==> src/rtl/pipelined_addsub_pkg.sv <==
// rtl/pipelined_addsub_pkg.sv - shared operation encoding and segment sizing for the pipelined add/sub
package pipelined_addsub_pkg;

    localparam logic OP_ADD = 1'b0;
    localparam logic OP_SUB = 1'b1;

    function automatic int seg_width(input int width, input int stages);
        return width / stages;
    endfunction

endpackage

==> src/rtl/pipelined_addsub_if.sv <==
// rtl/pipelined_addsub_if.sv - operand and result handshake bundle for pipelined_addsub
interface pipelined_addsub_if #(
    parameter int WIDTH = 32
);
    logic             in_valid;
    logic             in_ready;
    logic [WIDTH-1:0] in_a;
    logic [WIDTH-1:0] in_b;
    logic             in_cin;
    logic             in_sub;

    logic             out_valid;
    logic             out_ready;
    logic [WIDTH-1:0] out_sum;
    logic             out_cout;
    logic             out_ovf;
    logic             out_zero;

    modport master (
        output in_valid, in_a, in_b, in_cin, in_sub, out_ready,
        input  in_ready, out_valid, out_sum, out_cout, out_ovf, out_zero
    );

    modport slave (
        input  in_valid, in_a, in_b, in_cin, in_sub, out_ready,
        output in_ready, out_valid, out_sum, out_cout, out_ovf, out_zero
    );

endinterface

==> src/rtl/addsub_segment.sv <==
// rtl/addsub_segment.sv - SEG-bit ripple-carry segment built from full-adder cells
module addsub_segment #(
    parameter int SEG = 8
) (
    input  logic [SEG-1:0] a,
    input  logic [SEG-1:0] b,
    input  logic           cin,
    output logic [SEG-1:0] sum,
    output logic           cout
);

    logic [SEG:0] carry;

    assign carry[0] = cin;

    for (genvar i = 0; i < SEG; i++) begin : g_fa
        assign sum[i]       = a[i] ^ b[i] ^ carry[i];
        assign carry[i + 1] = (a[i] & b[i]) | (carry[i] & (a[i] ^ b[i]));
    end

    assign cout = carry[SEG];

endmodule

==> src/rtl/pipelined_addsub.sv <==
// rtl/pipelined_addsub.sv - elastic add/sub with the carry chain split into STAGES registered segments
module pipelined_addsub
    import pipelined_addsub_pkg::*;
#(
    parameter int WIDTH  = 32,
    parameter int STAGES = 4
) (
    input logic              clk,
    input logic              rst,
    pipelined_addsub_if.slave bus
);

    localparam int SEG = seg_width(WIDTH, STAGES);

    if ((STAGES < 1) || (STAGES > WIDTH) || (WIDTH % STAGES != 0)) begin : g_bad_cfg
        $error("pipelined_addsub: WIDTH must be a non-zero multiple of STAGES");
    end

    logic             is_sub;
    logic [WIDTH-1:0] b_eff;
    logic             c0;

    assign is_sub = (bus.in_sub == OP_SUB);
    assign b_eff  = bus.in_b ^ {WIDTH{is_sub}};
    assign c0     = bus.in_cin ^ is_sub;

    logic [STAGES-1:0] vld;
    logic [STAGES-1:0] vin;
    logic [STAGES:0]   load;

    // A stage may load when it is empty or everything downstream of it moves.
    always_comb begin
        load         = '0;
        vin          = '0;
        load[STAGES] = bus.out_ready;
        for (int k = STAGES - 1; k >= 0; k--) begin
            load[k] = ~vld[k] | load[k + 1];
        end
        vin[0] = bus.in_valid;
        for (int k = 1; k < STAGES; k++) begin
            vin[k] = vld[k - 1];
        end
    end

    always_ff @(posedge clk or posedge rst) begin
        if (rst) begin
            vld <= '0;
        end else begin
            for (int k = 0; k < STAGES; k++) begin
                if (load[k]) begin
                    vld[k] <= vin[k];
                end
            end
        end
    end

    assign bus.in_ready  = load[0];
    assign bus.out_valid = vld[STAGES - 1];

    for (genvar k = 0; k < STAGES; k++) begin : g_stage
        // Operand bits still waiting for their segment; the last stage has none left.
        localparam int REM = WIDTH - (k + 1) * SEG;

        logic [SEG-1:0]         seg_a;
        logic [SEG-1:0]         seg_b;
        logic [SEG-1:0]         seg_sum;
        logic                   seg_cin;
        logic                   seg_cout;
        logic [(k+1)*SEG-1:0]   sum_d;
        logic [(k+1)*SEG-1:0]   sum_q;
        logic                   c_q;
        logic                   en;

        assign en = load[k] & vin[k];

        if (k == 0) begin : g_src
            assign seg_a   = bus.in_a[SEG-1:0];
            assign seg_b   = b_eff[SEG-1:0];
            assign seg_cin = c0;
            assign sum_d   = seg_sum;
        end else begin : g_mid
            assign seg_a   = g_stage[k-1].g_rem.a_rem[SEG-1:0];
            assign seg_b   = g_stage[k-1].g_rem.b_rem[SEG-1:0];
            assign seg_cin = g_stage[k-1].c_q;
            assign sum_d   = {seg_sum, g_stage[k-1].sum_q};
        end

        addsub_segment #(
            .SEG (SEG)
        ) u_seg (
            .a    (seg_a),
            .b    (seg_b),
            .cin  (seg_cin),
            .sum  (seg_sum),
            .cout (seg_cout)
        );

        always_ff @(posedge clk or posedge rst) begin
            if (rst) begin
                sum_q <= '0;
                c_q   <= 1'b0;
            end else if (en) begin
                sum_q <= sum_d;
                c_q   <= seg_cout;
            end
        end

        if (REM > 0) begin : g_rem
            logic [REM-1:0] a_d;
            logic [REM-1:0] b_d;
            logic [REM-1:0] a_rem;
            logic [REM-1:0] b_rem;

            if (k == 0) begin : g_first
                assign a_d = bus.in_a[WIDTH-1:SEG];
                assign b_d = b_eff[WIDTH-1:SEG];
            end else begin : g_next
                assign a_d = g_stage[k-1].g_rem.a_rem[REM+SEG-1:SEG];
                assign b_d = g_stage[k-1].g_rem.b_rem[REM+SEG-1:SEG];
            end

            always_ff @(posedge clk or posedge rst) begin
                if (rst) begin
                    a_rem <= '0;
                    b_rem <= '0;
                end else if (en) begin
                    a_rem <= a_d;
                    b_rem <= b_d;
                end
            end
        end

        if (k == STAGES - 1) begin : g_last
            logic ovf_q;

            // Same-sign operands producing a result of the other sign.
            always_ff @(posedge clk or posedge rst) begin
                if (rst) begin
                    ovf_q <= 1'b0;
                end else if (en) begin
                    ovf_q <= (seg_a[SEG-1] == seg_b[SEG-1]) && (seg_sum[SEG-1] != seg_a[SEG-1]);
                end
            end
        end
    end

    assign bus.out_sum  = g_stage[STAGES-1].sum_q;
    assign bus.out_cout = g_stage[STAGES-1].c_q;
    assign bus.out_ovf  = g_stage[STAGES-1].g_last.ovf_q;
    assign bus.out_zero = (bus.out_sum == '0);

endmodule

==> src/flat_wrapper.sv <==
// flat-port wrapper written by rule: the top's interface ports become plain ports
module pipelined_addsub_flat import pipelined_addsub_pkg::*;
#(
    parameter int WIDTH  = 32,
    parameter int STAGES = 4
)
  (clk, rst, bus_in_valid, bus_in_a, bus_in_b, bus_in_cin, bus_in_sub, bus_out_ready, bus_in_ready, bus_out_valid, bus_out_sum, bus_out_cout, bus_out_ovf, bus_out_zero);
  pipelined_addsub_if #(.WIDTH(WIDTH)) bus_i ();
  input logic clk;
  input logic rst;
  input wire logic [$bits(bus_i.in_valid)-1:0] bus_in_valid;
  input wire logic [$bits(bus_i.in_a)-1:0] bus_in_a;
  input wire logic [$bits(bus_i.in_b)-1:0] bus_in_b;
  input wire logic [$bits(bus_i.in_cin)-1:0] bus_in_cin;
  input wire logic [$bits(bus_i.in_sub)-1:0] bus_in_sub;
  input wire logic [$bits(bus_i.out_ready)-1:0] bus_out_ready;
  output wire logic [$bits(bus_i.in_ready)-1:0] bus_in_ready;
  output wire logic [$bits(bus_i.out_valid)-1:0] bus_out_valid;
  output wire logic [$bits(bus_i.out_sum)-1:0] bus_out_sum;
  output wire logic [$bits(bus_i.out_cout)-1:0] bus_out_cout;
  output wire logic [$bits(bus_i.out_ovf)-1:0] bus_out_ovf;
  output wire logic [$bits(bus_i.out_zero)-1:0] bus_out_zero;
  assign bus_i.in_valid = bus_in_valid;
  assign bus_i.in_a = bus_in_a;
  assign bus_i.in_b = bus_in_b;
  assign bus_i.in_cin = bus_in_cin;
  assign bus_i.in_sub = bus_in_sub;
  assign bus_i.out_ready = bus_out_ready;
  assign bus_in_ready = bus_i.in_ready;
  assign bus_out_valid = bus_i.out_valid;
  assign bus_out_sum = bus_i.out_sum;
  assign bus_out_cout = bus_i.out_cout;
  assign bus_out_ovf = bus_i.out_ovf;
  assign bus_out_zero = bus_i.out_zero;
  pipelined_addsub #(.WIDTH(WIDTH), .STAGES(STAGES)) u_core (.clk(clk), .rst(rst), .bus(bus_i));
endmodule
==> config.mk <==
export PLATFORM = sky130hd
export DESIGN_NAME = pipelined_addsub_flat
export DESIGN_NICKNAME = d
export VERILOG_FILES = /design/src/rtl/pipelined_addsub_pkg.sv /design/src/rtl/pipelined_addsub_if.sv /design/src/rtl/addsub_segment.sv /design/src/rtl/pipelined_addsub.sv /design/src/flat_wrapper.sv
export SDC_FILE = /design/constraint.sdc
export NUM_CORES = 1
export LEC_CHECK = 0
export BUFFER_PORTS_ARGS = -buffer_cell sky130_fd_sc_hd__buf_2
export CAP_MARGIN = 20
export CORE_MARGIN = 2
export CORE_UTILIZATION = 45
export CTS_CLUSTER_SIZE = 28
export DETAILED_ROUTE_END_ITERATION = 6
export SETUP_SLACK_MARGIN = 0.5
export SLEW_MARGIN = 30
export SYNTH_ARGS = -nofsm -noshare
export SYNTH_HDL_FRONTEND = slang
export SYNTH_SLANG_ARGS = --single-unit
==> constraint.sdc <==
create_clock -name clk -period 6.4 [get_ports clk]
set_clock_uncertainty 0.15 [all_clocks]
set_input_delay 0.32 -clock clk [delete_from_list [all_inputs] [get_ports clk]]
set_output_delay 0.32 -clock clk [all_outputs]
set_load 0.1 [all_outputs]
==> Word-level counts from Yosys, hierarchy flattened <==
Cells that the tools add are included.
{ "word_totals": {"output_inout_bits": 37, "register_bits": 185, "word_cells": 197, "input_bits": 70} }
{ "op_classes": {"n_bitwise": 174, "n_eq_ne": 2, "n_reduce_logical": 2} }
{ "op_table": {"columns": ["op", "n"], "rows": [
  ["$and 1x1->1", 68],
  ["$xor 1x1->1", 65],
  ["$or 1x1->1", 36],
  ["$logic_not 32->1", 1],
  ["$xor 32x32->32", 1],
  ["$not 1->1", 4],
  ["$eq 1x1->1", 1],
  ["$logic_and 1x1->1", 1],
  ["$ne 1x1->1", 1]
]} }

==> Depth between registers and ports, before layout <==
{ "logic_depth": {"ltp_word": 18, "ltp_mapped": 14} }

==> By module <==
From an unflattened synthesis, not the netlist that was laid out.
{ "unflattened": {"cells_unflattened": 521, "hier_area_um2": 8169.1} }
{ "by_module_without_submodules": {"columns": ["module", "cells_per_inst", "instances", "area_each_um2", "seq_area_each_um2"], "rows": [
  ["pipelined_addsub", 449, 1, 7378.3, 4629.4],
  ["addsub_segment", 18, 4, 197.7, 0.0]
]} }

==> Worst setup path after synthesis <==
Ideal clock, no wire load.
{ "synth_timing": {"path_kind": "reg-to-reg", "start": "register u_core.g_stage[2].g_rem.b_rem[0]", "end": "register u_core.g_stage[3].g_last.ovf_q (netlist: u_core.bus.out_ovf)", "synth_period_minus_slack_ns": 4.352, "stages_incl_launch_ff": 15, "path_buffers": 0, "t_arrival_ns": 4.125, "slack_ns": 2.048, "cell_sequence": "dfrtp_1 > fa_1 > fa_1 > fa_1 > fa_1 > fa_1 > inv_1 > fa_1 > inv_1 > fa_1 > inv_1 > fa_1 > xnor2_1 > nand3_1 > o2bb2ai_1"} }
{ "synth_via": {"elab_chain_cells": 18, "elab_cells_between_ends": 19} }
{ "synth_lines": {"columns": ["item", "line_no", "rtl"], "rows": [
  ["start: declaration", "pipelined_addsub.sv:112", "logic [REM-1:0] b_rem;"],
  ["start signal: assignment", "pipelined_addsub.sv:125", "b_rem <= '0;"],
  ["start signal: assignment", "pipelined_addsub.sv:128", "b_rem <= b_d;"],
  ["$xor 1x1->1", "addsub_segment.sv:18", "assign carry[i + 1] = (a[i] & b[i]) | (carry[i] & (a[i] ^ b[i]));"],
  ["$and 1x1->1", "addsub_segment.sv:18", null],
  ["$or 1x1->1 *", "addsub_segment.sv:18", null],
  ["$and 1x1->1 *", "addsub_segment.sv:18", null],
  ["$or 1x1->1 *", "addsub_segment.sv:18", null],
  ["$and 1x1->1 *", "addsub_segment.sv:18", null],
  ["$or 1x1->1 *", "addsub_segment.sv:18", null],
  ["$and 1x1->1 *", "addsub_segment.sv:18", null],
  ["[2 not listed]", null, null],
  ["$or 1x1->1 *", "addsub_segment.sv:18", null],
  ["$and 1x1->1 *", "addsub_segment.sv:18", null],
  ["$or 1x1->1 *", "addsub_segment.sv:18", null],
  ["$and 1x1->1 *", "addsub_segment.sv:18", null],
  ["$or 1x1->1 *", "addsub_segment.sv:18", null],
  ["$xor 1x1->1 *", "addsub_segment.sv:17", "assign sum[i] = a[i] ^ b[i] ^ carry[i];"],
  ["$ne 1x1->1 *", "pipelined_addsub.sv:141", "ovf_q <= (seg_a[SEG-1] == seg_b[SEG-1]) && (seg_sum[SEG-1] != seg_a[SEG-1]);"],
  ["$logic_and 1x1->1 *", "pipelined_addsub.sv:141", null],
  ["end signal: assignment", "pipelined_addsub.sv:141", null],
  ["end: declaration", "pipelined_addsub.sv:134", "logic ovf_q;"]
]} }
Mark *: on every way between the ends. The rest lies on a longest branch, timed or not.
A chain may end at the register's enable or synchronous reset.

==> Worst setup path after layout <==
Same ends and word-level chain as after synthesis.

==> results.yml <==
worst_setup_path:
  slowest_delay_ns: 0.46
  cp_max_fo: 2
  r2r_slack_ns: 1.91
  r2r-end: "u_core.bus.out_ovf$_DFFE_PP0P_"
  path_depth: 14
  worstRegToRegCells: 14
  crit_arrival_ns: 4.69
  r2r_start: "u_core.g_stage[2].g_rem.b_rem[0]$_DFFE_PP0P_"
  critPathBufInv: 3
  worstPathRequired_ns: 6.60
  cpMaxStageDelayCell: "fa_1"
  setup.worst_path.class: "reg -> reg"
  worstSetupStartpointType: "flip-flop"
  cpLargestDelayFamily: "adder cells"
  crit_start: "u_core.g_stage[2].g_rem.b_rem[0]$_DFFE_PP0P_"
  path_cells: "fa_1, fa_1, fa_1, fa_1, fa_1, inv_1, fa_1, inv_1, fa_1, inv_1, fa_1, xnor2_1, nand3_1, o2bb2ai_1"
  crit_path_end: "u_core.bus.out_ovf$_DFFE_PP0P_"
  cpMostUsedCell: "fa_1"
  end_kind: "flip-flop"
power:
  vdd_drop_max_uv: 310
  leakagePower_nw: 4.35
  power.density_nw_per_um2: 494
timing:
  hold_violations: 0
  fin_crit_ns: 4.49
  rsz0062_at_grt: "no"
  finalSetupViolCount: 0
  fmax_ghz: 0.223
  timing.slew.headroom: 0.446
  timing.final.ws_setup_ns: 1.91
  hold_ws_ns: 0.0316
  finalSetupTns_ns: 0
  fin_crit_sh: 0.702
  worstMarginPinSlew_ns: 0.831
  drv_slew: 0
clock_network:
  clock-sinks: 185
  numCtsBuffers: 17
  clk_latency_ns: 0.42
  clkTransAtPathRegs_ns: 0.06
  root_buffer: "clkbuf_16"
  post_cts_resized: 0
  cts_max_level: 4
  clockBufferDepth: 2
  cts_tree: "yes"
finish:
  drive_gt1_frac: 0.420
  num_antenna_cells: 0
  fillers: 1517
  area_delta_synth_final_pct: 18.3
  nNetsFinal: 762
  final_util: 0.538
  fin_cells: 900
routing:
  routed_wirelength_mm: 14.3
  vias: 4414
  highest_layer: "met4"
  post_drt_via_cell_ratio: 4.90
  wire_per_inst_um: 15.9
  drt_pass1_iterations: 4
  route.met2.wl_mm: 6.98
  drt-met1-wl_mm: 6.52
  drcViolationCount: 0
  routed-wl-met3_um: 506
  ant_nets: 0
  drtIter0Drc: 182
synthesis:
  yosysTopAreaCellShare: 0.570
  postSynthAreaPerCell_um2: 15.4
  synth.distinct_cells: 28
  syn_inst: 526
  synth_xor_area_frac: 0.0367
  yosysWarningCount: 0
  synthMuxAreaShare: 0.244
  yosys.area_share.simple: 0.0140
  ys_top_cells_by_area: "dfrtp_1, mux2_2, fa_1"
  synth.cell_area_um2: 8120
  syn-num-nets: 629
  synth_top_family_by_area: "multiplexers"
  synth-seq-cells: 185
  synth_compound_area_frac: 0.0103
  synth_seq_area_share: 0.570
  synthAdderAreaFrac: 0.0805
  synthFlopType: "dfrtp_1"
  yosys.area.top_type: "dfrtp_1"
  synthArstFlopShare: 1.00
  synth_edf_count: 0
global_routing:
  grt_pass1_vias: 4884
  grt_overflow: 0
  grt_max_degree: 107
  grt_pass1_wl_mm: 25.0
  grt_usage: 0.167
  antenna_found_initial: 0
die:
  die_x_um: 138
  die_y_um: 138
  dieArea_um2: 19100
  num_rows: 49
  start_util: 0.455
  io_pins: 107
  core_region_area_um2: 17800
worst_hold_path:
  min_delay_path_depth: 3
  min_path_type: "in -> reg"
placement:
  routabilityCongestion: 0.792
  preCtsSetupSlack_ns: 1.86
  dp_cells: 843
  port_buffers: 106
  place_hpwl_mm: 9.51
flow_run:
  cap_violations: 0
run_status:
  status: "finished, final reports clean"
==> area by class of cell <==
type / instances / area [um^2] / share of cell area
inverters: 42 / 165 / 0.0172
well taps: 229 / 287 / 0.0298
repair buffers: 138 / 840 / 0.0874
flip-flops and latches: 185 / 4630 / 0.482
clock buffers: 18 / 429 / 0.0447
clock inverters: 13 / 105 / 0.0109
multi-input cells: 275 / 3150 / 0.328
==> synth_stat cells (6+ instances only) <==
cell type,count
mux2_2,134
dfrtp_1,185
nor4_1,8
buf_2,7
buf_6,8
buf_4,6
xor2_1,26
inv_1,42
fa_1,32
mux2i_1,13
mux2_1,30
xnor2_1,8
==> state kept, by name (all words and copies together) (netlist names) <==
signal / flops
u_core.bus.out_cout: 1
u_core.g_stage.g_rem.a_rem: 48
u_core.g_stage.g_rem.b_rem: 48
u_core.g_stage.sum_q: 48
u_core.bus.out_sum: 32
u_core.bus.out_ovf: 1
u_core.vld: 4
u_core.g_stage.c_q: 3
==> report_power, final <==
group	internal [mW]	switching (mW)	total [mW]
clock	0.529	0.428	0.957
combinational	0.630	1.26	1.89
sequential	1.61	0.288	1.89
==> metal layers <==
layer | GRT usage | vias to the layer above
li1 | - | 2032
met1 | 0.218 | 2287
met2 | 0.274 | 73
met3 | 0.0398 | 22
met4 | 0.0596 | 0
met5 | 0 | -
==> worst min-delay path by stage <==
stage                                                start                                      endpoint  slack [ns]
finish                                         bus_in_b[9]  u_core.g_stage[0].g_rem.b_rem[1]$_DFFE_PP0P_        0.03
global route                                  bus_in_b[15]  u_core.g_stage[0].g_rem.b_rem[7]$_DFFE_PP0P_        0.03
CTS                                            bus_in_b[9]  u_core.g_stage[0].g_rem.b_rem[1]$_DFFE_PP0P_        0.01
detailed placement  u_core.g_stage[0].sum_q[4]$_DFFE_PP0P_        u_core.g_stage[1].sum_q[4]$_DFFE_PP0P_        0.33
global placement    u_core.g_stage[0].sum_q[4]$_DFFE_PP0P_        u_core.g_stage[1].sum_q[4]$_DFFE_PP0P_        0.32
floorplan                                     bus_in_valid                     u_core.vld[0]$_DFFE_PP0N_        0.28
==> metrics by stage <==
| stage | cell area (um^2) | power [mW] |
|---|---|---|
| 6_report | 9600 | 4.74 |
| 5_1_grt | 9600 | 5.05 |
| 4_1_cts | 9600 | 4.81 |
| 3_5_place_dp | 8800 | 3.83 |
| 3_3_place_gp | 8800 | 3.77 |
| 2_1_floorplan | 8120 | 3.41 |
==> kinds of logic (layout without fill, tap and decap cells) <==
kind of cell	after synthesis	count (layout)
adders and majority gates	33	33
and+or+nand+nor	19	19
DFF	185	185
xor gates and xnor gates	34	34
buffers and inverters	66	211
AOI/OAI and AO/OA	12	12
muxes	177	177
==> repair_timing <==
| item | in CTS | in global routing |
|---|---|---|
| hold buffers | 26 | 0 |
| hold endpoints to repair | 130 | 0 |
| buffers inserted | 0 | 0 |
==> tightest hold or removal path, cell delays in order <==
cell,delay (ns)
buf_2,0.08
xnor2_1,0.10
mux2i_1,0.06
==> cells in the final DEF (no fill, tap or decap), drive strengths merged, types with 2 or more instances in the layout <==
cell | Yosys | routed
buf | 23 | 112
clkbuf | 1 | 18
o21bai | 2 | 2
mux2i | 13 | 13
o21ai | 3 | 3
nor4 | 8 | 8
a31oi | 3 | 3
mux2 | 164 | 164
xor2 | 26 | 26
dlygate4sd3 | 0 | 26
fa | 32 | 32
clkinv | 0 | 8
nand4 | 2 | 2
nor2 | 2 | 2
clkinvlp | 0 | 3
dfrtp | 185 | 185
a21oi | 3 | 3
nand2 | 3 | 3
xnor2 | 8 | 8
inv | 42 | 43
(Power assumes the default switching activity.)
